File: config.mk
export PLATFORM = sky130hd
export DESIGN_NAME = pc_sequencer
export DESIGN_NICKNAME = d
export VERILOG_FILES = /design/src/rtl/pc_sequencer.sv
export SDC_FILE = /design/constraint.sdc
export NUM_CORES = 1
export LEC_CHECK = 0
export BUFFER_PORTS_ARGS = -buffer_cell sky130_fd_sc_hd__buf_2
export CORE_MARGIN = 2
export CORE_UTILIZATION = 28
export DETAILED_ROUTE_END_ITERATION = 16
export MAX_ROUTING_LAYER = met4
export PLACE_DENSITY_LB_ADDON = 0.12
export SLEW_MARGIN = 40
export SYNTH_ARGS = -nofsm -noshare
export SYNTH_HDL_FRONTEND = slang
export SYNTH_SLANG_ARGS = --single-unit
File: constraint.sdc
create_clock -name clk -period 2.9 [get_ports clk]
set_input_delay 0.87 -clock clk [delete_from_list [all_inputs] [get_ports clk]]
set_output_delay 0.87 -clock clk [all_outputs]
set_load 0.02 [all_outputs]
File: src/rtl/pc_sequencer.sv
// ---------------------------------------------------------------------------
// pc_sequencer
//
// Program counter sequencer for the OTTER core. It selects the next PC from
// four sources: sequential, branch/JAL, JALR or trap. A misaligned branch or
// JALR target is redirected to TRAP_VEC. The block also handles boot, halt
// and resume, and records the previous PC for EPC use.
//
// Parameters:
//   XLEN         PC / address width
//   RESET_VECTOR PC loaded on reset
//   PC_INC       sequential increment
//   ALIGN_BITS   number of PC LSBs that must be zero in a legal target
//
// Ports:
//   clk          system clock, rising edge
//   PC_RST_N     synchronous active-low reset
//   PC_WRITE     advance request
//   PC_SEL       next-PC source: 0 seq, 1 branch/JAL, 2 JALR, 3 trap
//   BR_TARGET    branch/JAL target
//   JALR_TARGET  raw JALR sum; bit 0 is cleared here
//   TRAP_VEC     trap handler address
//   HALT         request to enter HALTED
//   RESUME       leave HALTED
//   PC_COUNT     current PC
//   PC_PLUS_INC  PC_COUNT + PC_INC (combinational, wraps)
//   PC_PREV      PC before the most recent accepted update
//   FETCH_VALID  PC_COUNT valid for fetch (RUN state)
//   MISALIGN     one-cycle pulse after a misaligned target was redirected
//   HALTED       high in HALTED state
//   state_dbg    current FSM state (0 BOOT, 1 RUN, 2 HALTED)
//   RETIRE_CNT   accepted-update counter (only when PC_RETIRE_CNT_EN is defined)
//
// Optional feature macro: PC_RETIRE_CNT_EN
//
// Handshake: PC_WRITE is a request with no ready return. It is accepted on a
// rising edge only when the state is RUN and HALT is low. A request made in
// any other condition is dropped, and the requester must assert it again.
// ---------------------------------------------------------------------------
module pc_sequencer #(
    parameter int              XLEN         = 32,
    parameter logic [XLEN-1:0] RESET_VECTOR = '0,
    parameter int              PC_INC       = 4,
    parameter int              ALIGN_BITS   = 2
) (
    input  logic            clk,
    input  logic            PC_RST_N,
    input  logic            PC_WRITE,
    input  logic [1:0]      PC_SEL,
    input  logic [XLEN-1:0] BR_TARGET,
    input  logic [XLEN-1:0] JALR_TARGET,
    input  logic [XLEN-1:0] TRAP_VEC,
    input  logic            HALT,
    input  logic            RESUME,
    output logic [XLEN-1:0] PC_COUNT,
    output logic [XLEN-1:0] PC_PLUS_INC,
    output logic [XLEN-1:0] PC_PREV,
    output logic            FETCH_VALID,
    output logic            MISALIGN,
    output logic            HALTED,
`ifdef PC_RETIRE_CNT_EN
    output logic [63:0]     RETIRE_CNT,
`endif
    output logic [1:0]      state_dbg
);

    typedef enum logic [1:0] {
        ST_BOOT   = 2'd0,
        ST_RUN    = 2'd1,
        ST_HALTED = 2'd2
    } state_t;

    localparam logic [XLEN-1:0] INC        = XLEN'(PC_INC);
    localparam logic [XLEN-1:0] ALIGN_MASK = XLEN'((64'd1 << ALIGN_BITS) - 64'd1);
    localparam logic [XLEN-1:0] BIT0_CLR   = ~(XLEN'(1));

    state_t            state_q, state_d;
    logic [XLEN-1:0]   pc_q, prev_q;
    logic              misalign_q;
    logic              accept;
    logic [XLEN-1:0]   candidate;
    logic              bad_align;
    logic [XLEN-1:0]   next_pc;

    // Next-PC source selection and alignment check.
    always_comb begin
        candidate = pc_q + INC;
        bad_align = 1'b0;
        case (PC_SEL)
            2'd0: candidate = pc_q + INC;
            2'd1: candidate = BR_TARGET;
            2'd2: candidate = JALR_TARGET & BIT0_CLR;
            2'd3: candidate = TRAP_VEC;
            default: candidate = pc_q + INC;
        endcase
        // Only branch/JAL and JALR targets are checked; the trap vector is
        // trusted as given.
        if (PC_SEL == 2'd1 || PC_SEL == 2'd2)
            bad_align = |(candidate & ALIGN_MASK);
        next_pc = bad_align ? TRAP_VEC : candidate;
    end

    // FSM next state and update acceptance.
    always_comb begin
        state_d = state_q;
        accept  = 1'b0;
        case (state_q)
            ST_BOOT: state_d = ST_RUN;
            ST_RUN: begin
                // HALT has priority over a simultaneous advance request.
                if (HALT) state_d = ST_HALTED;
                else      accept  = PC_WRITE;
            end
            ST_HALTED: begin
                // RESUME has priority over HALT held high.
                if (RESUME) state_d = ST_RUN;
            end
            default: state_d = ST_BOOT;
        endcase
    end

    always_ff @(posedge clk) begin
        if (!PC_RST_N) begin
            state_q    <= ST_BOOT;
            pc_q       <= RESET_VECTOR;
            prev_q     <= RESET_VECTOR;
            misalign_q <= 1'b0;
        end else begin
            state_q    <= state_d;
            misalign_q <= accept & bad_align;
            if (accept) begin
                prev_q <= pc_q;
                pc_q   <= next_pc;
            end
        end
    end

`ifdef PC_RETIRE_CNT_EN
    logic [63:0] retire_q;

    always_ff @(posedge clk) begin
        if (!PC_RST_N)   retire_q <= '0;
        else if (accept) retire_q <= retire_q + 64'd1;
    end

    assign RETIRE_CNT = retire_q;
`endif

    assign PC_COUNT    = pc_q;
    assign PC_PLUS_INC = pc_q + INC;
    assign PC_PREV     = prev_q;
    assign FETCH_VALID = (state_q == ST_RUN);
    assign HALTED      = (state_q == ST_HALTED);
    assign MISALIGN    = misalign_q;
    assign state_dbg   = state_q;

endmodule

### After elaboration in Yosys (flattened, before gate mapping)

Cells that the tools add are included.

* magnitude comparators: 0
* reductions and logical operators: 5
* $mul: 0
* divide/modulo/power cells: 0
* add/subtract/negate cells: 1
* shift-type cells: 0
* eq/ne operators: 7
* mux-type cells: 8
* bitwise operators: 1

Operators by type and width (number)
* 32-bit one-hot mux with 4 select lines: 1
* 32-bit by 3-bit adder with 32-bit output, second input constant: 1
* 32-bit 2-to-1 mux: 1
* 2-bit equality test, second input constant: 3
* 2-bit one-hot mux with 3 select lines: 1
* 2-bit by 1-bit equality test with 1-bit output, second input constant: 2
* 2-bit zero test: 2
* 2-bit 2-to-1 mux: 2
* 2-bit != test, second input constant: 2
* 1-bit 2-to-1 mux: 3
* 2-bit AND reduction: 1
* 2-bit OR reduction: 1
* 1-bit AND: 1
* 1-bit logical OR: 1

* bits in latches: 0
* bits in registers: 67
* word-level logic and storage cells: 26
* output and inout bits: 101
* ROM bits: 0
* bits in writable memories: 0
* input bits: 103
* memories: 0

### Longest topological paths before layout

Gate-level depths: netlist of the first run.

* depth in word-level cells: 5
* depth in mapped cells: 11
* depth with buffers taken out: 7

### Worst setup path after synthesis of the first run

OpenSTA, ideal clock, no wires.

* path type: register to output
* start point: register pc_q[3], in the netlist PC_COUNT[3]
* end point: output PC_PLUS_INC[30]
* stages on the path, launching flop included: 7
* path buffers: 1
* data arrival time: 2.113 ns
* path slack: -0.083 ns
* data required time: 2.030 ns
* cells stage by stage: dfxtp_1 > ha_1 > nand4_1 > or4_4 > buf_6 > or4_4 > nand2_1

* cells in the longest elaborated chain, start to end: 1

RTL lines
* start: declaration: RTL line 78 `logic [XLEN-1:0] pc_q, prev_q;`
* start signal: assignment: RTL line 133 `pc_q <= next_pc;`
* 32-bit by 3-bit adder with 32-bit output: RTL line 150 `assign PC_PLUS_INC = pc_q + INC;`
* end: declaration: RTL line 56 `output logic [XLEN-1:0] PC_PLUS_INC,`

Every way passes these cells.

### Final worst setup path of the first run

* start point: register pc_q[6], in the netlist PC_COUNT[6]
* end point: output PC_PLUS_INC[21]

Same word-level chain as after synthesis.

==> metrics.sh, run 1 <==
RUN_STATUS='finished with violations'
FAILED_CHECKS='negative setup slack'
POST-ROUTE-MIN-PERIOD_NS=3.20
GRT_FIRST_PASS_WIRELENGTH_UM=28700
FIN_CRIT_SH_PCT=110
FLOORPLAN.DIE.WIDTH_UM=126
FIN_TNS_SETUP_NS=-2.80
DP_WIRELENGTH_UM=13600
SYNTH.YOSYS.WARNINGS=0
NUMCTSBUFFERS=9
MAX_FREQ_GHz=0.313
SYNTH_NETS=662
PRIMARY_FLIP_FLOP_CELL_CHOSEN_BY_SYNTHESIS_MAPPING='sky130_fd_sc_hd__dfxtp_1'
NUMBER_OF_ENABLE_FLIP_FLOP_CELLS_AFTER_SYNTHESIS=0
MAPPEDNETLISTAREA_UM2=4180
DETAILED_ROUTE_VIAS_PER_INSTANCE=5.48
FILLERS=1498
GATE_COUNT_OF_THE_MAPPED_NETLIST=554
WORST_SETUP_PATH_START_KIND='register'
GRT_PASS1_VIAS=5295
TIMING.CLOCK.SKEW_NS=0.00771
ROUTED_WIRE_LENGTH_PER_INSTANCE_UM=19.4
GROUTE.USAGE.OVERALL_PCT=23.7
POSTLAYOUTCOREUTIL_PCT=44.7
POST-ROUTE-DRC-COUNT=0
WORST_HOLD_PATH.NUM_CELLS=2
SYNTH_MOST_COMMON_CELL='sky130_fd_sc_hd__nand2_1'
TIMING.MAX_CAP.VIOLATIONS=0
SEQUENTIAL_CELL_AREA_FRACTION_IN_THE_YOSYS_REPORT_PCT=32.1
ASYNC_FLOP_SHARE_PCT=0
PORT-BUFFER-COUNT=202
SETUP.WORST_PATH.END_CLASS='output port'
DESIGN.DIE.AREA_UM2=15900
REPORT.FINAL.SLEW_VIOL_COUNT=0
HIGHEST_LAYER='met4'
ANTENNA_FOUND_INITIAL=0
CTS.ROOT.BUFFER_CELL='sky130_fd_sc_hd__clkbuf_16'
PLACE_CONGESTION=0.863
TIMING.CRITICAL_PATH.ARRIVAL_NS=2.33
CRIT_FANOUT=3
FLOORPLAN.CORE_AREA_UM2=14600
DRT-PASS1-ITER-COUNT=5
SYNTH_TOP_CELLS_BY_COUNT='sky130_fd_sc_hd__nand2_1 (101), sky130_fd_sc_hd__dfxtp_1 (67), sky130_fd_sc_hd__a21oi_1 (56)'
FIN_TOTAL_PWR_W=0.00293
INITIAL_CORE_UTIL_PCT=28.7
LEADING_POST_SYNTHESIS_CELLS_BY_CELL_AREA='sky130_fd_sc_hd__dfxtp_1 (32%), sky130_fd_sc_hd__nand2_1 (9.1%), sky130_fd_sc_hd__a21oi_1 (6.7%)'
YS_SEQ_ELEMENTS=67
SYNTH.LIB_CELLS_USED.DISTINCT=54
TIMING.FINAL.HOLD_VIOLATIONS=0
MAX-CLOCK-PATH-BUFFERS=2
WIRELENGTH_UM=19000
WORST_SLACK_SETUP_FINAL_NS=-0.298
MAXIMUM_NUMBER_OF_PINS_ON_ONE_NET_BEFORE_GLOBAL_ROUTE_REPAIR=53
FINAL_ANTENNA_NET_COUNT=0
N_ANTENNA_CELL=0
PLACED_AREA_UM2=5710
SYNTHTOLAYOUTAREAGROWTH_PCT=55.8
FINALSETUPVIOLATIONS=14
CLOCK_LATENCY_NS=0.34
CTSHTREEMAXLEVEL=3
MET3_ROUTED_WL_UM=1190
FINISH.INSTANCE_AREA_UM2=6520
AVGSYNTHCELLAREA_UM2=7.55
POWER.DENSITY_CELL_AREA_nW_PER_UM2=449
SYNTH_TOP_AREA_SHARE_PCT=32.1
PEAKVDDDROP_V=0.000250
WORST-SETUP-PATH-TYPE='register to output port'
CLKTRANSATPATHREGS_NS=0.06
CP_REQUIRED_NS=2.03
IO_COUNT=204
LEAKAGEPOWER_nW=2.91
FP_ROWS=44
YOSYS.AREA.TOP_TYPE='sky130_fd_sc_hd__dfxtp_1'
CLOCK_TREE_FROM_TRITONCTS='done'
RSZ0062_AT_GRT='true'
DETAIL_ROUTE.ITER0.VIOLATIONS=419
MAX-SLEW-MARGIN-REL_PCT=64.1
DRT-MET1-WL_UM=8460
HOLDBUFCOUNTCTS=0
WORST_R2R_PATH_DEPTH=6
TIGHTEST_SLEW_NS=0.539
ROUTED_VIAS=5346
FP.DIEH_UM=126
FINAL_NET_COUNT=895
DRIVE_GT1_SHARE_PCT=44.1
NUMCLOCKSINKS=67
DETAILROUTE.WIRELENGTH.MET2_UM=9010
MIN-DELAY-PATH-CLASS='register to register'
GRT-OVFL-TOTAL=0
-- per-layer routing --
metal	vias up	global-route usage, %
met2	213	37.3
met1	2564	31.0
met5	-	-
met3	26	3.82
met4	0	7.95
li1	2543	-
-- area by class of cell --
| cell class | instances | area (um^2) | area share, % |
|---|---|---|---|
| inverter | 14 | 52.6 | 0.806 |
| clock buffer | 11 | 243 | 3.72 |
| tap | 184 | 230 | 3.53 |
| timing repair buffer | 278 | 1720 | 26.4 |
| clock inverter | 5 | 100 | 1.54 |
| sequential | 67 | 1350 | 20.7 |
| multi-input combinational | 417 | 2820 | 43.2 |
-- worst max-delay path: stages (launching register included) --
cell	delay, ns
sky130_fd_sc_hd__dfxtp_2	0.33
sky130_fd_sc_hd__nand4_1	0.17
sky130_fd_sc_hd__buf_4	0.19
sky130_fd_sc_hd__or4_4	0.52
sky130_fd_sc_hd__buf_6	0.14
sky130_fd_sc_hd__nor4_1	0.31
sky130_fd_sc_hd__or2_4	0.21
sky130_fd_sc_hd__buf_6	0.11
-- layout by cell type, fill, tap and decap left out, types with 4 or more instances in the layout --
| master | instances |
|---|---|
| sky130_fd_sc_hd__buf_2 | 188 |
| sky130_fd_sc_hd__and3_1 | 7 |
| sky130_fd_sc_hd__inv_1 | 12 |
| sky130_fd_sc_hd__o31a_1 | 9 |
| sky130_fd_sc_hd__o21ai_0 | 19 |
| sky130_fd_sc_hd__a22oi_1 | 4 |
| sky130_fd_sc_hd__o211ai_1 | 8 |
| sky130_fd_sc_hd__ha_1 | 4 |
| sky130_fd_sc_hd__a222oi_1 | 14 |
| sky130_fd_sc_hd__a221o_1 | 9 |
| sky130_fd_sc_hd__a31oi_1 | 10 |
| sky130_fd_sc_hd__buf_4 | 70 |
| sky130_fd_sc_hd__o32ai_1 | 5 |
| sky130_fd_sc_hd__o31ai_1 | 10 |
| sky130_fd_sc_hd__xor2_1 | 7 |
| sky130_fd_sc_hd__dfxtp_1 | 58 |
| sky130_fd_sc_hd__a21oi_1 | 55 |
| sky130_fd_sc_hd__nand3_1 | 15 |
| sky130_fd_sc_hd__or2_4 | 9 |
| sky130_fd_sc_hd__a211oi_1 | 8 |
| sky130_fd_sc_hd__buf_6 | 16 |
| sky130_fd_sc_hd__xnor2_1 | 7 |
| sky130_fd_sc_hd__nor2_1 | 11 |
| sky130_fd_sc_hd__a22o_1 | 7 |
| sky130_fd_sc_hd__a221oi_1 | 6 |
| sky130_fd_sc_hd__nor4_4 | 8 |
| sky130_fd_sc_hd__nand2_1 | 99 |
| sky130_fd_sc_hd__clkbuf_16 | 9 |
| sky130_fd_sc_hd__dfxtp_2 | 9 |
| sky130_fd_sc_hd__nand4_1 | 11 |
| sky130_fd_sc_hd__nor3_1 | 15 |
| sky130_fd_sc_hd__or4_4 | 6 |
-- power by group --
group	switching (W)	internal (W)	total (W)
sequential	0.0000248	0.000949	0.000974
combinational	0.000381	0.000267	0.000648
clock	0.000446	0.000862	0.00131
total	0.000852	0.00208	0.00293
-- logic make-up (layout without fill, tap and decap cells) --
group / count (synthesis) / count (layout) / share of synthesized area, %
AO/OA/AOI/OAI: 182 / 182 / 30.4
XOR/XNOR: 16 / 16 / 3.35
adder cells (fa/ha/maj): 5 / 5 / 1.50
buffers and inverters: 70 / 308 / 7.03
flip-flops: 67 / 67 / 32.1
multiplexers: 1 / 1 / 0.239
AND/OR/NAND/NOR: 213 / 213 / 25.4
-- worst paths after layout --
check                           slack (ns)                   endpoint                     start
worst max-delay path                 -0.30            PC_PLUS_INC[21]  PC_COUNT[6]$_SDFFE_PN0P_
worst min-delay path                  0.45   PC_PREV[24]$_SDFFE_PN0P_  PC_PREV[24]$_SDFFE_PN0P_
worst max register to register        0.64  PC_COUNT[18]$_SDFFE_PN0P_  PC_COUNT[6]$_SDFFE_PN0P_
worst min register to register        0.45   PC_PREV[24]$_SDFFE_PN0P_  PC_PREV[24]$_SDFFE_PN0P_
-- timing repair --
action	in CTS	in global routing
pin swaps	16	21
gates resized for setup	59	28
buffers inserted	7	5
cloned	0	0
endpoints found under the setup margin	15	19
-- registers in the layout, indices dropped and copies added (netlist names) --
register,cells
PC_PREV,32
state_dbg,2
PC_COUNT,32
MISALIGN,1
-- per-stage QoR --
step | hold WS, ns | setup slack [ns] | std cells
floorplan | 0.523 | 0.00165 | 554
global placement | 0.438 | -0.105 | 948
detailed placement | 0.445 | -0.149 | 948
CTS | 0.453 | -0.273 | 971
global route | 0.475 | -0.352 | 976
finish | 0.449 | -0.298 | 976
No activity file was read; power rests on OpenSTA's default activity.
==> run 2: changes to the inputs <==
--- a/config.mk
+++ b/config.mk
@@ -9,6 +9,8 @@
 export CORE_MARGIN = 2
 export CORE_UTILIZATION = 28
 export DETAILED_ROUTE_END_ITERATION = 16
+export GPL_ROUTABILITY_DRIVEN = 0
+export GPL_TIMING_DRIVEN = 0
 export MAX_ROUTING_LAYER = met4
 export PLACE_DENSITY_LB_ADDON = 0.12
 export SLEW_MARGIN = 40
==> constraint.sdc (replaced) <==
create_clock -name clk -period 2.75 [get_ports clk]
set_input_delay 0.825 -clock clk [delete_from_list [all_inputs] [get_ports clk]]
set_output_delay 0.825 -clock clk [all_outputs]
set_load 0.02 [all_outputs]
==> metrics.sh, run 2 (synthesis gave the netlist of run 1 again) <==
FINAL_COMMON_CELL='sky130_fd_sc_hd__buf_2'
WHS_NS=0.450  # +0.00119 ns
MIN-DELAY-PATH-CLASS='register to register'
FINAL_ANTENNA_NET_COUNT=0  # unchanged
FF2FF_SETUP_SLACK_NS=0.22  # -0.42 ns
GRT-OVFL-TOTAL=0  # unchanged
FINAL-SEQ-AREA_UM2=1420  # +4.6%
SYNTHTOLAYOUTAREAGROWTH_PCT=61.3
TIGHTEST_SLEW_NS=0.813  # +0.273 ns
POST-ROUTE-MIN-PERIOD_NS=3.15
NUMCLOCKSINKS=67  # unchanged
MULTI_INPUT_AREA_UM2=2940  # +4.2%
WORSTREG2REGEND='PC_COUNT[12]$_SDFFE_PN0P_'
POST-ROUTE-DRC-COUNT=0  # unchanged
WORST_PATH_LARGEST_CELL_DELAY_NS=0.60  # +0.08 ns
IO_COUNT=204  # unchanged
CRIT_FANOUT=6  # +3
DESIGN.DIE.AREA_UM2=15900  # unchanged
DRIVE_GT1_SHARE_PCT=45.2  # +1.1 points
WORST_HOLD_PATH.NUM_CELLS=2  # unchanged
FLOORPLAN.DIE.WIDTH_UM=126  # unchanged
INITIAL_CORE_UTIL_PCT=28.7  # unchanged
CLOCK_TREE_FROM_TRITONCTS='done'
TIMING.MAX_CAP.VIOLATIONS=0  # unchanged
FILLERS=1457  # -2.7%
SETUP.WORST_PATH.END_CLASS='output port'
HOLDBUFCOUNTCTS=0  # unchanged
FP.DIEH_UM=126  # unchanged
FIN_TOTAL_PWR_W=0.00302  # +3.0%
WORSTPATHCELLLIST='ha_4 > nand4_1 > or4_4 > o31a_1 > or2_4 > buf_6'
REPORT.FINAL.SLEW_VIOL_COUNT=0  # unchanged
FIN_CRIT_SH_PCT=115
TIMING.FINAL.HOLD_VIOLATIONS=0  # unchanged
TIMING.CRITICAL_PATH.ARRIVAL_NS=2.33  # about the same
TIMING.CLOCK.SKEW_NS=0.00750  # -0.000215 ns
WORST-SETUP-PATH-TYPE='register to output port'
DRT-PASS1-ITER-COUNT=5  # unchanged
FINAL_CELL_MIX='sky130_fd_sc_hd__buf_2 (183), sky130_fd_sc_hd__nand2_1 (99), sky130_fd_sc_hd__a21oi_1 (54)'
MAX_FREQ_GHz=0.317
WORST_SETUP_PATH_START_KIND='register'
PORT-BUFFER-COUNT=202  # unchanged
MAXIMUM_NUMBER_OF_PINS_ON_ONE_NET_BEFORE_GLOBAL_ROUTE_REPAIR=12  # -77%
DETAIL_ROUTE.ITER0.VIOLATIONS=519  # +24%
FINALSETUPVIOLATIONS=19  # +5
RUN_STATUS='finished with violations'
CTSHTREEMAXLEVEL=3  # unchanged
HOLD_PATH_STARTPOINT='PC_PREV[11]$_SDFFE_PN0P_'
CP_REQUIRED_NS=1.93  # -0.10 ns
RSZ0062_AT_GRT='true'
FIN_TNS_SETUP_NS=-4.79  # -1.99 ns
ROUTED_WIRE_LENGTH_PER_INSTANCE_UM=21.3  # +9.7%
DP_WIRELENGTH_UM=15000  # +11%
GRT_FIRST_PASS_WIRELENGTH_UM=30900  # +7.6%
MIN_TO='PC_PREV[11]$_SDFFE_PN0P_'
MAX-CLOCK-PATH-BUFFERS=2  # unchanged
FINAL_NET_COUNT=913  # +2.0%
WORST_SLACK_SETUP_FINAL_NS=-0.400  # -0.102 ns
GRT_PASS1_VIAS=5412  # +2.2%
CLOCK_LATENCY_NS=0.34  # about the same
LEAKAGEPOWER_nW=2.98  # +2.6%
PEAKVDDDROP_V=0.000308  # +23%
FLOORPLAN.CORE_AREA_UM2=14600  # unchanged
WIRELENGTH_UM=21200  # +12%
CRITPATHSLOWESTCELL='sky130_fd_sc_hd__or4_4'
ROUTED_VIAS=5551  # +3.8%
ANTENNA_FOUND_INITIAL=1  # +1
NUMCTSBUFFERS=9  # unchanged
GROUTE.USAGE.OVERALL_PCT=26.0  # +2.3 points
WORST_R2R_STARTPOINT='state_dbg[0]$_SDFFE_PN0P_'
POWER.DENSITY_CELL_AREA_nW_PER_UM2=447  # -0.48%
DETAILED_ROUTE_VIAS_PER_INSTANCE=5.58  # +1.9%
MAX-SLEW-MARGIN-REL_PCT=45.8  # -18 points
FP_ROWS=44  # unchanged
WORST_R2R_PATH_DEPTH=6  # unchanged
CTS.ROOT.BUFFER_CELL='sky130_fd_sc_hd__clkbuf_16'
FAILED_CHECKS='negative setup slack'
CLKTRANSATPATHREGS_NS=0.06  # about the same
[run 2: cell count changes in the layout (fill, tap and decap cells not counted), moves of 5 or more]
cell | before | now
sky130_fd_sc_hd__buf_1 | 0 | 6
sky130_fd_sc_hd__buf_2 | 188 | 183
sky130_fd_sc_hd__buf_4 | 70 | 46
sky130_fd_sc_hd__buf_6 | 16 | 24
sky130_fd_sc_hd__clkbuf_1 | 1 | 28
sky130_fd_sc_hd__dfxtp_1 | 58 | 42
sky130_fd_sc_hd__dfxtp_4 | 0 | 17
[run 2: layout make-up]
type / count / area share (%)
Buffer: 49 / 4.10
Sequential cell: 67 / 21.0
Timing Repair Buffer: 247 / 22.3
Clock inverter: 4 / 1.08
Tap cell: 184 / 3.41
Multi-Input combinational cell: 417 / 43.5
Inverter: 14 / 0.779
Clock buffer: 12 / 3.80
Antenna cell: 1 / 0.0371
[run 2: report_power, final]
group	internal (W)	switching [W]
clock	0.000842	0.000449
combinational	0.000272	0.000416
sequential	0.000993	0.0000463
total	0.00211	0.000911
[run 2: worst max-delay path: cells and delay by family, from the launching register on]
kind	cells	cell delay, ns
and+or+nand+nor	3	1.01
buffers and inverters	1	0.13
AOI/OAI and AO/OA	1	0.34
adders and majority gates	1	0.14
DFF	1	0.36
[run 2: metal layers]
metal / wire (um) / vias to the layer above / GRT usage (%)
li1: - / 2578 / -
met1: 9230 / 2648 / 33.4
met2: 9720 / 268 / 40.2
met3: 1490 / 57 / 4.08
met4: 765 / 0 / 11.8
met5: 0 / - / -
[run 2: worst max-delay path by stage]
stage / slack [ns] / depth (start not counted) / startpoint / to
after floorplan: 0.003 / 5 / PC_COUNT[17]$_SDFFE_PN0P_ / PC_PLUS_INC[27]
after global placement: -0.46 / 11 / PC_SEL[0] / PC_COUNT[21]$_SDFFE_PN0P_
after detailed placement: -0.48 / 11 / PC_SEL[0] / PC_COUNT[12]$_SDFFE_PN0P_
after CTS: -0.37 / 6 / PC_COUNT[6]$_SDFFE_PN0P_ / PC_PLUS_INC[25]
after global routing: -0.39 / 7 / PC_COUNT[2]$_SDFFE_PN0P_ / PC_PLUS_INC[18]
final: -0.40 / 6 / PC_COUNT[2]$_SDFFE_PN0P_ / PC_PLUS_INC[28]
[run 2: repair_timing]
item,in CTS,in global routing
setup buffers,25,20
gates cloned,1,0
pin swaps,23,25
endpoints found under the setup margin,38,38
endpoints found under the hold margin,0,0
resized for setup,97,69
[run 2: stage by stage]
stage / worst slack [ns] / cells / util, % / area [um^2]
2_1_floorplan: 0.00326 / 554 / - / 4230
4_1_cts: -0.367 / 976 / 43.5 / 6350
5_1_grt: -0.393 / 995 / 46.3 / 6750
3_5_place_dp: -0.479 / 940 / 37.5 / 5480
3_3_place_gp: -0.457 / 940 / 37.5 / 5480
6_report: -0.400 / 995 / 46.3 / 6750
